[src/rtl/dnn_seq_ctrl.sv]
// Sequencing controller for the 4-4-2 ReLU network: one signed multiplier and one
// accumulator are time-shared over the 16 layer-1 MACs and the 8 layer-2 MACs.
module dnn_seq_ctrl #(
  parameter  int DW = 5,
  localparam int A1 = 2*DW + 2,
  localparam int OW = 3*DW + 2
) (
  input  logic                 clk,
  input  logic                 rst_n,
  input  logic                 in_valid,
  output logic                 in_ready,
  input  logic [4*DW-1:0]      x_flat,
  input  logic [16*DW-1:0]     w1_flat,
  input  logic [8*DW-1:0]      w2_flat,
  output logic                 out_valid,
  input  logic                 out_ready,
  output logic signed [OW-1:0] out0,
  output logic signed [OW-1:0] out1,
  output logic                 busy
);

  typedef enum logic [1:0] {IDLE, L1, L2, DONE} state_e;

  state_e               state_q, state_d;
  logic [3:0]           cnt_q, cnt_d;
  logic signed [OW-1:0] acc_q, acc_d;
  logic signed [DW-1:0] x_q  [4],  x_d  [4];
  logic signed [DW-1:0] w1_q [16], w1_d [16];
  logic signed [DW-1:0] w2_q [8],  w2_d [8];
  logic [A1-1:0]        h_q  [4],  h_d  [4];
  logic signed [OW-1:0] out0_q, out0_d, out1_q, out1_d;

  logic signed [OW-1:0] mul_a, mul_b, prod, sum;
  logic [1:0]           l1_i, l1_j, l2_j;
  logic                 l2_k;

  // Shared MAC. Operands are widened to OW so the truncated product is exact;
  // hidden values are non-negative and therefore zero-extended.
  always_comb begin
    l1_i  = cnt_q[1:0];
    l1_j  = cnt_q[3:2];
    l2_j  = cnt_q[1:0];
    l2_k  = cnt_q[2];
    mul_a = '0;
    mul_b = '0;
    if (state_q == L1) begin
      mul_a = OW'(x_q[l1_i]);
      mul_b = OW'(w1_q[{l1_i, l1_j}]);
    end else if (state_q == L2) begin
      mul_a = OW'(h_q[l2_j]);
      mul_b = OW'(w2_q[{l2_j, l2_k}]);
    end
    prod = mul_a * mul_b;
    sum  = acc_q + prod;
  end

  always_comb begin
    state_d = state_q;
    cnt_d   = cnt_q;
    acc_d   = acc_q;
    x_d     = x_q;
    w1_d    = w1_q;
    w2_d    = w2_q;
    h_d     = h_q;
    out0_d  = out0_q;
    out1_d  = out1_q;
    unique case (state_q)
      IDLE: begin
        if (in_valid) begin
          for (int i = 0; i < 4; i++)  x_d[i]  = x_flat[i*DW +: DW];
          for (int i = 0; i < 16; i++) w1_d[i] = w1_flat[i*DW +: DW];
          for (int i = 0; i < 8; i++)  w2_d[i] = w2_flat[i*DW +: DW];
          cnt_d   = '0;
          acc_d   = '0;
          state_d = L1;
        end
      end
      L1: begin
        cnt_d = cnt_q + 4'd1;
        if (l1_i == 2'd3) begin
          h_d[l1_j] = sum[OW-1] ? '0 : sum[A1-1:0];
          acc_d     = '0;
        end else begin
          acc_d = sum;
        end
        if (cnt_q == 4'd15) begin
          cnt_d   = '0;
          state_d = L2;
        end
      end
      L2: begin
        cnt_d = cnt_q + 4'd1;
        if (l2_j == 2'd3) begin
          if (l2_k) out1_d = sum;
          else      out0_d = sum;
          acc_d = '0;
        end else begin
          acc_d = sum;
        end
        if (cnt_q == 4'd7) begin
          cnt_d   = '0;
          state_d = DONE;
        end
      end
      DONE: begin
        if (out_ready) state_d = IDLE;
      end
      default: state_d = IDLE;
    endcase
  end

  always_ff @(posedge clk or negedge rst_n) begin
    if (!rst_n) begin
      state_q <= IDLE;
      cnt_q   <= '0;
      acc_q   <= '0;
      out0_q  <= '0;
      out1_q  <= '0;
      for (int i = 0; i < 4; i++)  x_q[i]  <= '0;
      for (int i = 0; i < 16; i++) w1_q[i] <= '0;
      for (int i = 0; i < 8; i++)  w2_q[i] <= '0;
      for (int i = 0; i < 4; i++)  h_q[i]  <= '0;
    end else begin
      state_q <= state_d;
      cnt_q   <= cnt_d;
      acc_q   <= acc_d;
      out0_q  <= out0_d;
      out1_q  <= out1_d;
      x_q     <= x_d;
      w1_q    <= w1_d;
      w2_q    <= w2_d;
      h_q     <= h_d;
    end
  end

  assign in_ready  = (state_q == IDLE);
  assign out_valid = (state_q == DONE);
  assign busy      = (state_q != IDLE);
  assign out0      = out0_q;
  assign out1      = out1_q;

endmodule

[config.mk]
export PLATFORM = sky130hd
export DESIGN_NAME = dnn_seq_ctrl
export DESIGN_NICKNAME = d
export VERILOG_FILES = /design/src/rtl/dnn_seq_ctrl.sv
export SDC_FILE = /design/constraint.sdc
export NUM_CORES = 1
export LEC_CHECK = 0
export ABC_AREA = 1
export CORE_AREA = 2 2 178 162
export CTS_BUF_LIST = sky130_fd_sc_hd__clkbuf_16
export DETAILED_ROUTE_END_ITERATION = 10
export DIE_AREA = 0 0 180 164
export PLACE_DENSITY = 0.76
export SETUP_SLACK_MARGIN = 0.1
export SLEW_MARGIN = 20
export SYNTH_ARGS = -nofsm -noshare
export SYNTH_HDL_FRONTEND = slang
export SYNTH_SLANG_ARGS = --single-unit
[constraint.sdc]
create_clock -name clk -period 7.9 [get_ports clk]
set_clock_uncertainty 0.1 [all_clocks]
set_input_delay 1.185 -clock clk [delete_from_list [all_inputs] [get_ports clk]]
set_output_delay 1.185 -clock clk [all_outputs]
set_load 0.01 [all_outputs]
==> results of run 1 <==
metal layers:
| metal | vias to the layer above | track usage | share of wire |
|---|---|---|---|
| li1 | 5779 | - | - |
| met1 | 6156 | 0.415 | 0.42 |
| met2 | 632 | 0.468 | 0.46 |
| met3 | 108 | 0.0563 | 0.087 |
| met4 | 0 | 0.0916 | 0.034 |
| met5 | - | 0 | 0 |
state kept, by name (all words and copies together) (netlist names):
| signal | flops |
|---|---|
| w1_q | 80 |
| h_q | 48 |
| w2_q | 40 |
| x_q | 20 |
| acc_q | 17 |
| out0 | 17 |
| out1 | 17 |
| cnt_q | 4 |
| state_q | 2 |
layout make-up:
| type | count | area [sq um] |
|---|---|---|
| clock buffers | 27 | 676 |
| clock inverters | 23 | 267 |
| fillers | 2132 | 8770 |
| inverters | 276 | 1050 |
| multi-input cells | 1119 | 8150 |
| flip-flops and latches | 245 | 6130 |
| well taps | 360 | 450 |
| repair buffers | 217 | 2150 |
synthesized netlist by cell type (2+ instances only):
library cell and count:
a21o_1 2, a21oi_1 44, a221oi_1 4, a22oi_1 21, buf_1 8, buf_2 11
buf_4 8, buf_6 11, clkbuf_1 31, dfrtp_1 245, fa_1 93, ha_1 76
inv_1 262, inv_2 12, mux2_2 121, mux2i_1 2, nand2_1 368, nand2_2 8
nand3_1 87, nand3_2 3, nand4_1 4, nor2_1 109, nor2_2 5, nor2_4 2
nor3_1 3, o211ai_1 6, o21ai_0 78, o21ai_1 22, o21ai_2 3, o221ai_1 2
o22ai_1 19, or2_2 2, xnor2_1 8, xor2_1 15
through the flow:
stage	cell area, sq um	utilization	worst slack [ns]
floorplan	15600	-	1.25
global placement	17700	0.641	0.340
detailed placement	17700	0.641	0.193
CTS	18700	0.675	0.153
global route	18900	0.683	0.0558
finish	18900	0.683	0.427
placed cells by master (no fill, tap or decap), types with 32 or more instances in the layout:
master | synthesis | final
nand2_1 | 368 | 365
inv_1 | 262 | 264
dfrtp_1 | 245 | 242
clkdlybuf4s50_1 | 0 | 179
mux2_2 | 121 | 121
nor2_1 | 109 | 109
fa_1 | 93 | 93
nand3_1 | 87 | 87
ha_1 | 76 | 76
o21ai_0 | 78 | 75
a21oi_1 | 44 | 44
buf_4 | 8 | 32
worst reg2reg max path: cells and delay by family, from the launching register on:
kind | cells | cell delay, ns
flops | 1 | 0.52
buf+inv | 10 | 1.00
compound gates | 2 | 0.23
simple gates | 15 | 2.09
fa+ha+maj | 7 | 3.47
worst paths after layout:
path / startpoint / to / slack, ns
max: cnt_q[3] / h_q[4] / 0.43
min: h_q[43] / h_q[43] / 0.38
max reg2reg: cnt_q[3] / h_q[4] / 0.43
min reg2reg: h_q[43] / h_q[43] / 0.38
max in group asynchronous: rst_n / acc_q[15] / 5.94
min in group asynchronous: rst_n / w1_q[44] / 0.41
cell families (layout without fill, tap and decap cells):
kind of cell / after synthesis / in the layout / synth area share
buf+inv: 345 / 543 / 0.0914
flops: 245 / 245 / 0.394
simple gates: 594 / 597 / 0.156
compound gates: 207 / 207 / 0.0765
mux: 123 / 123 / 0.0887
xor+xnor: 23 / 23 / 0.0129
fa+ha+maj: 169 / 169 / 0.181
timing repair:
item,in CTS,in global routing
setup buffers,0,6
gates resized for setup,0,23
setup endpoints to repair,0,60
==> flow_summary.ini, run 1 <==
[status]
status = finished clean

[critical_path]
critPathKind = reg2reg
critPathSlowestCell = fa_1
arrival_ns = 7.86
critPathBufInv = 10
ff2ff_path_depth = 34
end_kind = register
path_depth = 34
crit_family = adder cells
slowest_delay_ns = 0.56
required_ns = 8.28
crit_path_start_kind = register
path_max_fanout = 13

[min_path]
hp-class = reg2reg
hold_path_depth = 2

[die]
fp-row-count = 58
core_sq_um = 27600
die_area_sq_um = 29500
fp.dieH_um = 164
io_pins = 181
die_x_um = 180
start_util = 0.563

[drt]
totalWireLength_um = 43600
vias_per_cell = 5.59
dr.pass1.iters = 6
wire_per_inst_um = 19.2
drt_iter0_markers = 1276
vias = 12700
drc = 0
drt.antenna.violating_nets = 0

[global_route]
antenna_found_initial = 0
grt_use_total = 0.295
grt_max_degree = 202
grt_pass1_wl_um = 68400
grt_pass1_vias = 12800
grt_overflow = 0

[clock_network]
clock_sinks = 245
cts_root_buf = clkbuf_16
numCtsBuffers = 27
htreeDepth = 1
cts_buffer_depth = 3
holdBufCountCts = 0
clk_pin_slew_ns = 0.07
cts_tree = built
clk_latency_ns = 0.56

[sta]
tightest_slew_ns = 0.948
layout_min_cycle_time_ns = 7.47
maxSlewViolCount = 0
setup_violations = 0
max_freq_mhz = 134
max_slew_margin = 0.367
holdWs_ns = 0.378
rsz0062_at_grt = false
final_hold_viol_count = 0
final.setup.tns_ns = 0
min_period_over_period = 0.946

[logic_synthesis]
synth_flop_cell = dfrtp_1
synth.net_count = 2019
synthArstFlopShare = 1.00
yosys_warnings = 0
synth_area_leaders = dfrtp_1 (39%), fa_1 (12%), nand2_1 (8.9%)
yosysSeqAreaShare = 0.394
yosysTopAreaCellShare = 0.394
ys_ff_latch = 245
syn-instance-count = 1706
synth_cell_type_count = 45
yosysTopAreaCell = dfrtp_1
synth_edf_count = 0
avgSynthCellArea_sq_um = 9.13
netlist_area_sq_um = 15600

[flow_run]
drv_cap = 0

[place]
dp_hpwl_um = 32200
placement.io_buffers = 180
dp.cells = 2207
gp_congestion = 0.952

[final_layout]
final_layout_size_suffix_gt1_frac = 0.135
instances_no_fill = 2267
finalNetCount = 2199
syn2layout_area_growth_pct = 21.2
antenna_cells = 0
Power of run 1 is left out: the tool's default activity adds up to more than one toggle a clock period on the data nets, which glitch-free logic cannot reach.
==> run 2, diff against run 1 <==
HOLD_SLACK_MARGIN = 0.02   (was not set)
SKIP_CTS_REPAIR_TIMING = 1   (was not set)
==> results of run 2 <==
Same layout as run 1: the final DEF is identical, and so are final timing and power.
Power of run 2 is left out for the same reason.
